## src/rtl/puzzle_pkg.sv

```systemverilog
// Shared definitions for the lamp puzzle controller: state encoding, LFSR
// constants and the default per-button toggle masks.
package puzzle_pkg;

  localparam logic [2:0] S_SELECT = 3'd0;
  localparam logic [2:0] S_INIT   = 3'd1;
  localparam logic [2:0] S_PLAY   = 3'd2;
  localparam logic [2:0] S_WON    = 3'd3;
  localparam logic [2:0] S_LOST   = 3'd4;

  typedef enum logic [2:0] {
    ST_SELECT = S_SELECT,
    ST_INIT   = S_INIT,
    ST_PLAY   = S_PLAY,
    ST_WON    = S_WON,
    ST_LOST   = S_LOST
  } state_t;

  // Right-shift Galois toggle mask for x^32+x^22+x^2+x+1
  localparam logic [31:0] LFSR_POLY = 32'h8020_0003;
  localparam logic [31:0] LFSR_SEED = 32'h0000_0001;

  localparam int MASK_MAX_W = 256;

  // Button i toggles lamps 3i..3i+2 (clipped to the board)
  function automatic logic [MASK_MAX_W-1:0] default_masks(input int nbtn, input int cells);
    logic [MASK_MAX_W-1:0] m;
    m = '0;
    for (int i = 0; i < nbtn; i++) begin
      for (int b = 0; b < cells; b++) begin
        if (b >= 3 * i && b < 3 * i + 3) m[i * cells + b] = 1'b1;
      end
    end
    return m;
  endfunction

  function automatic logic [31:0] lfsr_step(input logic [31:0] s);
    return {1'b0, s[31:1]} ^ (s[0] ? LFSR_POLY : 32'h0);
  endfunction

endpackage

```

## src/rtl/puzzle_ctrl_rise_edge.sv

```systemverilog
// Registered rising-edge detector: a bit fires on the edge where it is
// sampled 1 after being 0 on the previous edge.
module rise_edge #(
  parameter int W = 1
) (
  input  logic         clk_d,
  input  logic         rst,
  input  logic [W-1:0] i_level,
  output logic [W-1:0] o_rise
);

  logic [W-1:0] r_prev;

  always_ff @(posedge clk_d or negedge rst) begin
    if (!rst) r_prev <= '0;
    else      r_prev <= i_level;
  end

  assign o_rise = i_level & ~r_prev;

endmodule

```

## src/rtl/puzzle_ctrl.sv

```systemverilog
// Lamp puzzle game controller. Define PUZZLE_UNDO_EN to build the move
// history and undo button; the default build has no history storage.
module puzzle_ctrl
  import puzzle_pkg::*;
#(
  parameter int CELLS      = 12,
  parameter int NBTN       = 4,
  parameter int STEP_W     = 14,
  parameter int MAX_STEPS  = 9999,
  parameter int UNDO_DEPTH = 8,
  parameter logic [NBTN*CELLS-1:0] MASKS = (NBTN*CELLS)'(default_masks(NBTN, CELLS))
) (
  input  logic              clk_d,
  input  logic              rst,
  input  logic              start_sw,
  input  logic              set_bt,
  input  logic [NBTN-1:0]   act_bt,
  input  logic              undo_bt,
  input  logic              random_sw,
  input  logic [CELLS-1:0]  board_in,
  output logic [CELLS-1:0]  board,
  output logic [2:0]        state,
  output logic [STEP_W-1:0] step_count,
  output logic              timer_en,
  output logic              win_flag,
  output logic              lose_flag
);

  localparam int IDX_W = (NBTN > 1) ? $clog2(NBTN) : 1;
  localparam logic [STEP_W-1:0] STEP_MAX = STEP_W'(MAX_STEPS);

  state_t            r_state;
  logic [CELLS-1:0]  r_board;
  logic [STEP_W-1:0] r_step;
  logic              r_timer_en;
  logic              r_win;
  logic              r_lose;
  logic [31:0]       r_lfsr;

  logic              w_set_rise;
  logic [NBTN-1:0]   w_act_rise;
  logic [IDX_W-1:0]  w_act_idx;
  logic [CELLS-1:0]  w_mask [NBTN];
  logic [CELLS-1:0]  w_act_mask;
  logic [CELLS-1:0]  w_undo_mask;
  logic [CELLS-1:0]  w_lfsr_slice;
  logic [CELLS-1:0]  w_load_val;
  logic              w_play_ok;
  logic              w_push;
  logic              w_undo;

  rise_edge #(.W(1)) u_set_edge (
    .clk_d  (clk_d),
    .rst    (rst),
    .i_level(set_bt),
    .o_rise (w_set_rise)
  );

  rise_edge #(.W(NBTN)) u_act_edge (
    .clk_d  (clk_d),
    .rst    (rst),
    .i_level(act_bt),
    .o_rise (w_act_rise)
  );

  for (genvar gi = 0; gi < NBTN; gi++) begin : g_mask
    assign w_mask[gi] = MASKS[gi*CELLS +: CELLS];
  end

  always_comb begin
    w_act_idx = '0;
    for (int i = 0; i < NBTN; i++) begin
      if (w_act_rise[i]) w_act_idx = IDX_W'(i);
    end
  end

  assign w_act_mask   = w_mask[w_act_idx];
  assign w_lfsr_slice = r_lfsr[CELLS-1:0];
  assign w_load_val   = !random_sw ? board_in :
                        (w_lfsr_slice == '0) ? CELLS'(1) : w_lfsr_slice;

  // A move may only land when PLAY is not about to end this edge
  assign w_play_ok = (r_state == ST_PLAY) && start_sw &&
                     (r_board != '0) && (r_step != STEP_MAX);
  assign w_push    = w_play_ok && !w_undo && $onehot(w_act_rise);

`ifdef PUZZLE_UNDO_EN
  localparam int PTR_W = (UNDO_DEPTH > 1) ? $clog2(UNDO_DEPTH) : 1;
  localparam int CNT_W = $clog2(UNDO_DEPTH + 1);

  logic             w_undo_rise;
  logic [IDX_W-1:0] r_hist [UNDO_DEPTH];
  logic [PTR_W-1:0] r_wr_ptr;
  logic [PTR_W-1:0] w_rd_ptr;
  logic [PTR_W-1:0] w_wr_ptr_inc;
  logic [CNT_W-1:0] r_hist_cnt;

  rise_edge #(.W(1)) u_undo_edge (
    .clk_d  (clk_d),
    .rst    (rst),
    .i_level(undo_bt),
    .o_rise (w_undo_rise)
  );

  // Circular buffer: the newest entry sits just below the write pointer
  assign w_rd_ptr     = (r_wr_ptr == '0) ? PTR_W'(UNDO_DEPTH - 1) : r_wr_ptr - 1'b1;
  assign w_wr_ptr_inc = (r_wr_ptr == PTR_W'(UNDO_DEPTH - 1)) ? '0 : r_wr_ptr + 1'b1;
  assign w_undo       = w_play_ok && w_undo_rise && (r_hist_cnt != '0);
  assign w_undo_mask  = w_mask[r_hist[w_rd_ptr]];

  always_ff @(posedge clk_d) begin
    if (w_push) r_hist[r_wr_ptr] <= w_act_idx;
  end

  always_ff @(posedge clk_d or negedge rst) begin
    if (!rst) begin
      r_wr_ptr   <= '0;
      r_hist_cnt <= '0;
    end else if (r_state == ST_INIT && start_sw) begin
      r_hist_cnt <= '0;
    end else if (w_undo) begin
      r_wr_ptr   <= w_rd_ptr;
      r_hist_cnt <= r_hist_cnt - 1'b1;
    end else if (w_push) begin
      r_wr_ptr <= w_wr_ptr_inc;
      if (r_hist_cnt != CNT_W'(UNDO_DEPTH)) r_hist_cnt <= r_hist_cnt + 1'b1;
    end
  end
`else
  logic w_unused_undo;
  assign w_unused_undo = undo_bt;
  assign w_undo        = 1'b0;
  assign w_undo_mask   = '0;
`endif

  always_ff @(posedge clk_d or negedge rst) begin
    if (!rst) begin
      r_state    <= ST_SELECT;
      r_board    <= '0;
      r_step     <= '0;
      r_timer_en <= 1'b0;
      r_win      <= 1'b0;
      r_lose     <= 1'b0;
      r_lfsr     <= LFSR_SEED;
    end else begin
      r_lfsr <= lfsr_step(r_lfsr);
      if (r_state != ST_SELECT && !start_sw) begin
        r_state    <= ST_SELECT;
        r_board    <= '0;
        r_step     <= '0;
        r_timer_en <= 1'b0;
        r_win      <= 1'b0;
        r_lose     <= 1'b0;
      end else begin
        case (r_state)
          ST_SELECT: begin
            if (w_set_rise) begin
              r_board <= w_load_val;
              r_state <= ST_INIT;
            end
          end
          ST_INIT: begin
            if (w_set_rise) r_board <= w_load_val;
            r_step     <= '0;
            r_state    <= ST_PLAY;
            r_timer_en <= 1'b1;
          end
          ST_PLAY: begin
            if (r_board == '0) begin
              r_state    <= ST_WON;
              r_timer_en <= 1'b0;
              r_win      <= 1'b1;
            end else if (r_step == STEP_MAX) begin
              r_state    <= ST_LOST;
              r_timer_en <= 1'b0;
              r_lose     <= 1'b1;
            end else if (w_undo) begin
              r_board <= r_board ^ w_undo_mask;
              if (r_step != '0) r_step <= r_step - 1'b1;
            end else if (w_push) begin
              // w_play_ok already keeps the count below MAX_STEPS
              r_board <= r_board ^ w_act_mask;
              r_step  <= r_step + 1'b1;
            end
          end
          default: ;
        endcase
      end
    end
  end

  assign board      = r_board;
  assign state      = r_state;
  assign step_count = r_step;
  assign timer_en   = r_timer_en;
  assign win_flag   = r_win;
  assign lose_flag  = r_lose;

endmodule

```

## config.mk

```make
export PLATFORM = sky130hd
export DESIGN_NAME = puzzle_ctrl
export DESIGN_NICKNAME = d
export VERILOG_FILES = /design/src/rtl/puzzle_pkg.sv /design/src/rtl/puzzle_ctrl_rise_edge.sv /design/src/rtl/puzzle_ctrl.sv
export SDC_FILE = /design/constraint.sdc
export NUM_CORES = 1
export LEC_CHECK = 0
export ABC_AREA = 1
export CORE_MARGIN = 1
export CORE_UTILIZATION = 55
export CTS_BUF_LIST = sky130_fd_sc_hd__clkbuf_2 sky130_fd_sc_hd__clkbuf_4 sky130_fd_sc_hd__clkbuf_8
export CTS_CLUSTER_SIZE = 24
export DETAILED_ROUTE_END_ITERATION = 10
export GPL_ROUTABILITY_DRIVEN = 0
export PLACE_DENSITY = 0.92
export SLEW_MARGIN = 25
export SYNTH_ARGS = -nofsm -noshare
export SYNTH_HDL_FRONTEND = slang
export SYNTH_HIERARCHICAL = 1
export SYNTH_SLANG_ARGS = --single-unit
```

## constraint.sdc

```tcl
create_clock -name clk_d -period 3.64 [get_ports clk_d]
set_input_delay 0.364 -clock clk_d [delete_from_list [all_inputs] [get_ports clk_d]]
set_output_delay 0.364 -clock clk_d [all_outputs]
set_load 0.02 [all_outputs]
```

==> impl_metrics.json, run 1 <==
{
  "cpLargestDelayFamily": "adder cells",
  "cts_made_buffers": 9,
  "tns_ns": 0,
  "die_x_um": 80.2,
  "worstSetupEndpointType": "register",
  "r2r_slack_ns": 0.83,
  "max_stage_delay_ns": 0.50,
  "worstSetupEndpoint": "step_count[1]",
  "crit_chain": "clkdlybuf4s50_1 > inv_1 > nor2_2 > inv_1 > fa_1 > inv_1 > ha_1 > ha_1 > nor2_1 > nand2_1 > o21ai_2 > nand2_2 > nand2_1 > nand2_1",
  "crit_path_start": "act_bt[1]",
  "power.total_mw": 2.47,
  "p_per_area_mw_per_mm2": 599,
  "antenna_found_initial": 0,
  "cts_resized": 0,
  "min_period_ns": 2.96,
  "avgSynthCellArea_um2": 8.06,
  "rr_endpoint": "step_count[1]",
  "synthTopCellsByArea": "dfrtp_1 51%, nand2_1 14%, nor2_1 6.3%",
  "status": "completed",
  "die_h_um": 80.2,
  "ys_top_cells_by_count": "128 x nand2_1, 68 x dfrtp_1, 56 x nor2_1, 38 x nand3_1, 34 x inv_1",
  "cp_max_fo": 14,
  "ios": 54,
  "synth.cell_area_mm2": 0.00336,
  "max-cap-violations": 0,
  "synth_edf_count": 0,
  "final.setup.worst_slack_ns": 0.677,
  "syn-instance-count": 417,
  "via_count": 3099,
  "synthMostInstantiatedCell": "nand2_1",
  "wl_um": 7910,
  "dpl.hpwl_um": 5560,
  "grt_overflow": 0,
  "finClkSkew_ns": 0.00852,
  "drc_errors": 0,
  "initial_core_util_pct": 56.8,
  "htree_levels": 3,
  "ys_ff_latch": 69,
  "syn_nets": 444,
  "slowest_stage": "clkdlybuf4s50_1",
  "cts_sinks": 69,
  "fmax_mhz": 337,
  "first_iter_violations": 331,
  "start_kind": "primary input",
  "num_antenna_cells": 0,
  "synthMuxAreaShare_pct": 0.596,
  "worstSetupPathType": "primary input to register",
  "required_ns": 3.89,
  "root_buffer": "clkbuf_8",
  "slew_violations": 0,
  "power.leakage_nw": 2.09,
  "synth-simple-area-share_pct": 31.5,
  "ys_types": 34,
  "fin_nets": 500,
  "coreArea_mm2": 0.00592,
  "grt_pass1_vias": 2933,
  "grt_max_degree": 51,
  "synth-xor-area-share_pct": 2.35,
  "track_usage_pct": 27.1,
  "clk_pin_slew_worst_paths_ns": 0.08,
  "die_area_mm2": 0.00643,
  "finalInstanceArea_mm2": 0.00412,
  "hold_path_class": "register to register",
  "tightest_slew_ns": 0.802,
  "setup_viol": 0,
  "yosysSeqAreaShare_pct": 51.4,
  "cp_num_buf_inv": 4,
  "preCtsSetupSlack_ns": 0.346,
  "grt_pass1_wl_um": 13100,
  "drive_gt1_share_pct": 8.58,
  "max_slew_margin_pct": 46.3,
  "synth_compound_area_share_pct": 5.88,
  "antenna_left": 0,
  "fin_crit_sh_pct": 81.4,
  "arrival_ns": 3.21,
  "synth_top_area_share_pct": 50.6,
  "synthAdderAreaFrac_pct": 2.08,
  "rsz0062_at_grt": "false",
  "critical_path_depth": 14,
  "yosysWarnings": 6,
  "synth_top_cell_by_area": "dfrtp_1",
  "fillers": 465,
  "ys_async_sr_fraction_pct": 100,
  "post_drt_wl_per_cell_um": 14.3,
  "ys.flop_type": "dfrtp_1",
  "synth_top_family_by_area": "simple AND/OR/NAND/NOR gates",
  "syn_to_final_growth_pct": 22.6,
  "viasPerCell": 5.60,
  "rows": 28,
  "final_util_pct": 69.6,
  "hold_viol": 0,
  "port_buffers": 52,
  "drt-pass1-iter-count": 5,
  "dpl-instance-area_mm2": 0.00393,
  "cts_tree": "yes",
  "r2r_cells": 12,
  "ir_drop_v": 0.000492,
  "insertion_delay_ns": 0.35,
  "clk_path_buf_depth": 2,
  "regToRegStartpoint": "u_act_edge/r_prev[0]"
}
==> final cells by class <==
class	count	area, µm²	share of cell area, %
clock buffers	10	138	3.34
clock inverters	6	46.3	1.12
inverters	37	139	3.37
multi-input cells	300	1430	34.6
flip-flops and latches	69	1730	42.0
well taps	75	93.8	2.28
repair buffers	56	548	13.3
==> per-stage QoR <==
step | hold slack, ns | std cells
after detailed placement | 0.333 | 536
final | 0.344 | 553
after global placement | 0.326 | 536
after floorplan | 0.0684 | 417
after CTS | 0.351 | 553
after global routing | 0.366 | 553
==> worst min path at each step <==
stage                          start              to  slack, ns  depth (start not counted)
after global routing      r_lfsr[26]      r_lfsr[25]       0.37                          0
after global placement           rst  step_count[12]       0.33                          1
after floorplan                  rst        board[0]       0.07                          0
after CTS                 r_lfsr[24]      r_lfsr[23]       0.35                          0
final                     r_lfsr[24]      r_lfsr[23]       0.34                          0
after detailed placement         rst  step_count[12]       0.33                          1
==> worst reg2reg max path, delay by kind of cell, from the launching register on <==
family                   cells  cell delay [ns]
flip-flops                   1             0.39
AND/OR/NAND/NOR              6             0.83
buffers and inverters        2             0.12
AO/OA/AOI/OAI                1             0.41
adder cells (fa/ha/maj)      3             0.98
==> state kept, by name (all words and copies together), names as in the netlist <==
register and count:
r_lfsr 32, step_count 14, board 12, u_act_edge/r_prev 4
state 3, lose_flag 1, timer_en 1, u_set_edge/r_prev 1
win_flag 1
==> power breakdown <==
part / internal, mW / switching, mW / leakage, nW / total [mW]
registers: 0.849 / 0.114 / 0.932 / 0.962
logic: 0.339 / 0.586 / 1.07 / 0.925
clock network: 0.270 / 0.311 / 0.0893 / 0.581
total: 1.46 / 1.01 / 2.09 / 2.47
==> logic make-up after synthesis <==
family | after synthesis
XOR/XNOR | 9
buffers and inverters | 48
AND/OR/NAND/NOR | 248
AO/OA/AOI/OAI | 36
flip-flops | 69
multiplexers | 2
adder cells (fa/ha/maj) | 5
==> routing by layer <==
layer,GRT usage (%),vias to the layer above,share of wire [%]
met4,12.3,0,1.7
met5,0,-,0
met2,43.7,186,50
met3,6.14,20,8.8
li1,-,1433,-
met1,34.8,1460,40
==> what timing repair did <==
| item | 4_1_cts | 5_1_grt |
|---|---|---|
| hold buffers | 1 | 0 |
| hold endpoints to repair | 19 | 0 |
| buffers inserted | 0 | 0 |
| setup endpoints to repair | 0 | 0 |
==> layout by cell type, fill, tap and decap left out, types with 2 or more instances in the layout <==
cell / instances
nand2_1: 128
dfrtp_1: 68
nor2_1: 56
clkdlybuf4s50_1: 51
nand3_1: 38
inv_1: 34
o21ai_0: 17
a21oi_1: 10
clkbuf_8: 10
nor2_2: 7
nand4_1: 6
xor2_1: 5
xnor2_1: 4
ha_1: 4
inv_2: 3
nand2_2: 3
o22ai_1: 3
buf_4: 3
nor2_4: 2
nor3_1: 2
or2_2: 2
mux2i_1: 2
o21bai_1: 2
clkinvlp_4: 2
inv_6: 2
Power figures use the tool's default switching activity.
==> run 2: changes to the inputs <==
- CORE_UTILIZATION: 55 -> 50
- PLACE_DENSITY: 0.92 -> 0.88
- clock period: 3.64 -> 2.6 ns (I/O delays scaled with it)
==> impl_metrics.json, run 2 (synthesized netlist as in run 1, its figures left out) <==
{
  "status": "complete, but fails checks",
  "violations": "design-rule violations",
  "htree_levels": 3,
  "port_buffers": 52,
  "rr_endpoint": "board[11]",
  "finalInstanceArea_mm2": 0.00424,
  "final_common_cell": "nand2_1",
  "power.internal_mw": 2.24,
  "post_drt_wl_per_cell_um": 14.7,
  "ir_drop_v": 0.000603,
  "p_per_area_mw_per_mm2": 869,
  "largest_reg_flops": 32,
  "track_usage_pct": 25.5,
  "grt_max_degree": 32,
  "wl_um": 8280,
  "p_switching_mw": 1.44,
  "die_area_mm2": 0.00705,
  "insertion_delay_ns": 0.35,
  "cts_sinks": 69,
  "cts_made_buffers": 9,
  "r2r_cells": 12,
  "start_kind": "primary input",
  "required_ns": 2.89,
  "clk_pin_slew_worst_paths_ns": 0.08,
  "worstSetupEndpointType": "register",
  "p_comb_share_pct": 36.9,
  "grt_pass1_vias": 2997,
  "worstSetupPathType": "primary input to register",
  "whs_path_depth": 0,
  "drive_gt1_share_pct": 10.1,
  "slew_violations": 0,
  "cts_tree": "yes",
  "antenna_left": 0,
  "min_period_ns": 2.48,
  "finClkSkew_ns": 0.0116,
  "grt_pass1_wl_um": 14000,
  "first_iter_violations": 245,
  "cp_max_fo": 12,
  "dpl-instance-area_mm2": 0.00399,
  "dpl.hpwl_um": 5760,
  "p_clk_share_pct": 26.5,
  "arrival_ns": 2.77,
  "final_cell_mix": "128 x nand2_1, 68 x dfrtp_1, 56 x nor2_1, 51 x clkdlybuf4s50_1, 38 x nand3_1",
  "hold_start": "r_lfsr[18]",
  "num_antenna_cells": 0,
  "hold_path_class": "register to register",
  "fin_nets": 508,
  "syn_to_final_growth_pct": 26.1,
  "rsz0062_at_grt": "false",
  "tightest_slew_ns": 0.674,
  "die_h_um": 84.0,
  "ios": 54,
  "hold_end": "r_lfsr[17]",
  "power.leakage_nw": 2.15,
  "fillers": 496,
  "initial_core_util_pct": 52.3,
  "max-cap-violations": 0,
  "top_register": "r_lfsr",
  "root_buffer": "clkbuf_8",
  "clk_path_buf_depth": 2,
  "placed_cells": 546,
  "setup_viol": 0,
  "rows": 29,
  "seqPwrFrac_pct": 36.6,
  "viasPerCell": 5.55,
  "regToRegStartpoint": "u_act_edge/r_prev[1]",
  "max_slew_margin_pct": 55.1,
  "hold_viol": 0,
  "drc_errors": 12,
  "antenna_found_initial": 0,
  "die_x_um": 84.0,
  "grt_overflow": 0,
  "drt-pass1-iter-count": 8,
  "via_count": 3122,
  "coreArea_mm2": 0.00642,
  "r2r_slack_ns": 0.15,
  "fin_crit_sh_pct": 95.4,
  "cts_setup_buffers": 0,
  "fmax_mhz": 403,
  "final_cells": 563,
  "switching_share_pct": 39.2
}
run 2: how the worst max path moves through the flow:
stage | start | end | cells past startpoint
after floorplan | u_act_edge/r_prev[3] | board[10] | 15
after global placement | act_bt[1] | step_count[8] | 14
after detailed placement | act_bt[1] | step_count[11] | 14
after CTS | act_bt[1] | step_count[5] | 14
after global routing | act_bt[1] | step_count[8] | 14
final | act_bt[1] | board[11] | 14
run 2: per-stage QoR:
step / util [%] / power (mW) / hold slack [ns] / setup WS [ns] / setup TNS [ns]
6_report: 66.0 / 3.68 / 0.339 / 0.120 / 0
5_1_grt: 66.0 / 3.89 / 0.348 / 0.000121 / 0
4_1_cts: 65.7 / 3.65 / 0.342 / 0.0855 / 0
3_5_place_dp: 62.1 / 2.68 / 0.335 / -0.289 / -7.04
3_3_place_gp: 62.1 / 2.61 / 0.320 / -0.210 / -5.16
2_1_floorplan: - / 2.22 / -0.0356 / 0.0530 / 0
run 2: cell type report:
class                      instances  area [µm²]  share of cell area, %
sequential                        69        1730                   40.8
multi-input combinational        300        1440                   34.1
inverter                          37         139                   3.28
tap                               77        96.3                   2.27
timing repair buffer              64         612                   14.4
clock buffer                      10         131                   3.10
clock inverter                     6        87.6                   2.07
run 2: metal layers:
layer  up-vias  wire length, µm  global-route usage (%)
li1       1445                -                       -
met1      1510             3360                    32.6
met2       147             4130                    42.0
met3        20              657                    7.12
met4         0              132                    7.84
met5         -                0                       0
run 2: power groups by stage:
stage	Combinational, mW	Sequential [mW]	Clock, mW
after global routing	1.49	1.37	1.03
final	1.36	1.35	0.977
after detailed placement	1.32	1.36	0
after CTS	1.33	1.34	0.983
after floorplan	0.766	1.45	0
after global placement	1.26	1.36	0
run 2: what timing repair did:
item | CTS | global route
hold buffers | 1 | 0
gates resized for setup | 0 | 4
hold endpoints to repair | 29 | 0
setup endpoints to repair | 0 | 26
run 2: critical path, stage by stage:
cell,delay (ns)
clkdlybuf4s50_1,0.48
inv_1,0.05
nor2_2,0.09
inv_1,0.07
fa_1,0.51
inv_1,0.04
ha_1,0.17
ha_1,0.27
nor2_1,0.10
nand2_1,0.10
o21ai_4,0.24
buf_6,0.20
nand3_1,0.09
nand2_1,0.10
==> RTL edit, RTL diff (flow settings as in run 1) <==
Change the parameter `CELLS` from 12 to 6.
--- a/src/rtl/puzzle_ctrl.sv
+++ b/src/rtl/puzzle_ctrl.sv
@@ -3,7 +3,7 @@
 module puzzle_ctrl
   import puzzle_pkg::*;
 #(
-  parameter int CELLS      = 12,
+  parameter int CELLS      = 6,
   parameter int NBTN       = 4,
   parameter int STEP_W     = 14,
   parameter int MAX_STEPS  = 9999,
Ports: changed (resized board and board_in); port bits go from 54 to 42. The function was not compared with the original's and may differ.
==> RTL edit against run 1 <==
- sequential cell count shrank 6
- non-clock buffer count down 15
- critical path depth up 3
- largest cell class unchanged
- clock skew is essentially flat
- area after synthesis is 12% lower
- first-iteration DRC count decreased by 36%
- final area fell by 12%
- wire length shrank 20%
- clock power rose by 7.9%
- total power is 9.1% lower
- setup slack better by 93 ps
==> RTL edit: results (changes against run 1) <==
- Number of global-route vias before repair: 2,329 (was 2,933)
- Top cells by area, synth: sky130_fd_sc_hd__dfrtp_1 53%, sky130_fd_sc_hd__nand2_1 12%, sky130_fd_sc_hd__inv_1 4.8%, sky130_fd_sc_hd__nand3_1 4.6%, sky130_fd_sc_hd__nor2_1 3.8% (was sky130_fd_sc_hd__dfrtp_1 51%, sky130_fd_sc_hd__nand2_1 14%, sky130_fd_sc_hd__nor2_1 6.3%, sky130_fd_sc_hd__nand3_1 5.7%, sky130_fd_sc_hd__inv_1 3.8%)
- Port buffer count: 40 (was 52)
- Depth of the worst register-to-register path: 15 (was 12)
- DRT iter0 DRCs: 213 (was 331)
- Post-layout worst setup margin: 770 ps (was 677 ps)
- Final HPWL from detailed placement: 4.29 mm (was 5.56 mm)
- Post-detailed-route wirelength per cell: 13.7 microns (was 14.3 microns)
- Net Count, Synth: 362 (was 444)
- Worst clock skew: 8.46 ps (was 8.52 ps)
- Final-stage net count: 409 (was 500)
- Met2 GRT Util: 0.412 (was 0.437)
- Number of different library cells in the post-synthesis netlist: 31 (was 34)
- Setup slack after placement: 430 ps (was 346 ps)
- Result of the run: finished, final reports clean (unchanged)
- Endpoint arrival time on the critical path: 3150 ps (was 3210 ps)
- Worst IR drop on VDD: 0.000525 V (was 0.000492 V)
- Post-placement cell count: 447 (was 536)
- Maximum number of pins on one net before global-route repair: 48 (was 51)
- Post-Route Hold Slack: 11.4 ps (was 344 ps)
- Worst-path maximum fanout: 26 (was 14)
- Most frequent cells after synthesis: 97 x sky130_fd_sc_hd__nand2_1, 62 x sky130_fd_sc_hd__dfrtp_1, 38 x sky130_fd_sc_hd__inv_1 (was 128 x sky130_fd_sc_hd__nand2_1, 68 x sky130_fd_sc_hd__dfrtp_1, 56 x sky130_fd_sc_hd__nor2_1)
- Count of filler cells inserted in the layout: 376 (was 465)
- Cell with the biggest individual delay on the critical path: sky130_fd_sc_hd__fa_1 (was sky130_fd_sc_hd__clkdlybuf4s50_1)
- Reg-to-reg critical path startpoint: u_act_edge/r_prev[1]$_DFF_PN0_ (was u_act_edge/r_prev[0]$_DFF_PN0_)
- Wire length of the first global-routing pass: 10.6 mm (was 13.1 mm)
- Cell family with the largest share of critical-path delay: simple AND/OR/NAND/NOR gates (was adder cells)
- GRT met1 Usage: 0.332 (was 0.348)
- Sequential power: 0.839 mW (was 0.962 mW)
RTL edit: changes by cell type after synthesis, sizes merged, moves of 4 or more:
cell / change
nand2: -30
dfrtp: -6
nand3: -11
xnor2: -4
nor2: -29
inv: +5
buf: -5
nand4: +10
a21oi: -6
RTL edit: cell families after synthesis:
logic type      share of synthesized area
simple gates                        0.302
flops                               0.536
buf+inv                            0.0658
compound gates                     0.0633
fa+ha+maj                          0.0238
xor+xnor                          0.00892
RTL edit: layout make-up:
type / instances / area [sq um] / area share
inverters: 42 / 158 / 0.0437
clock buffers: 10 / 138 / 0.0382
clock inverters: 6 / 67.6 / 0.0187
well taps: 70 / 87.6 / 0.0243
repair buffers: 41 / 405 / 0.112
multi-input cells: 231 / 1170 / 0.325
flip-flops and latches: 63 / 1580 / 0.437
RTL edit: per-layer routing:
metal | part of all wire | up-vias
met1 | 0.44 | 1152
met4 | 0.016 | 0
li1 | - | 1187
met5 | 0 | -
met2 | 0.49 | 91
met3 | 0.051 | 9
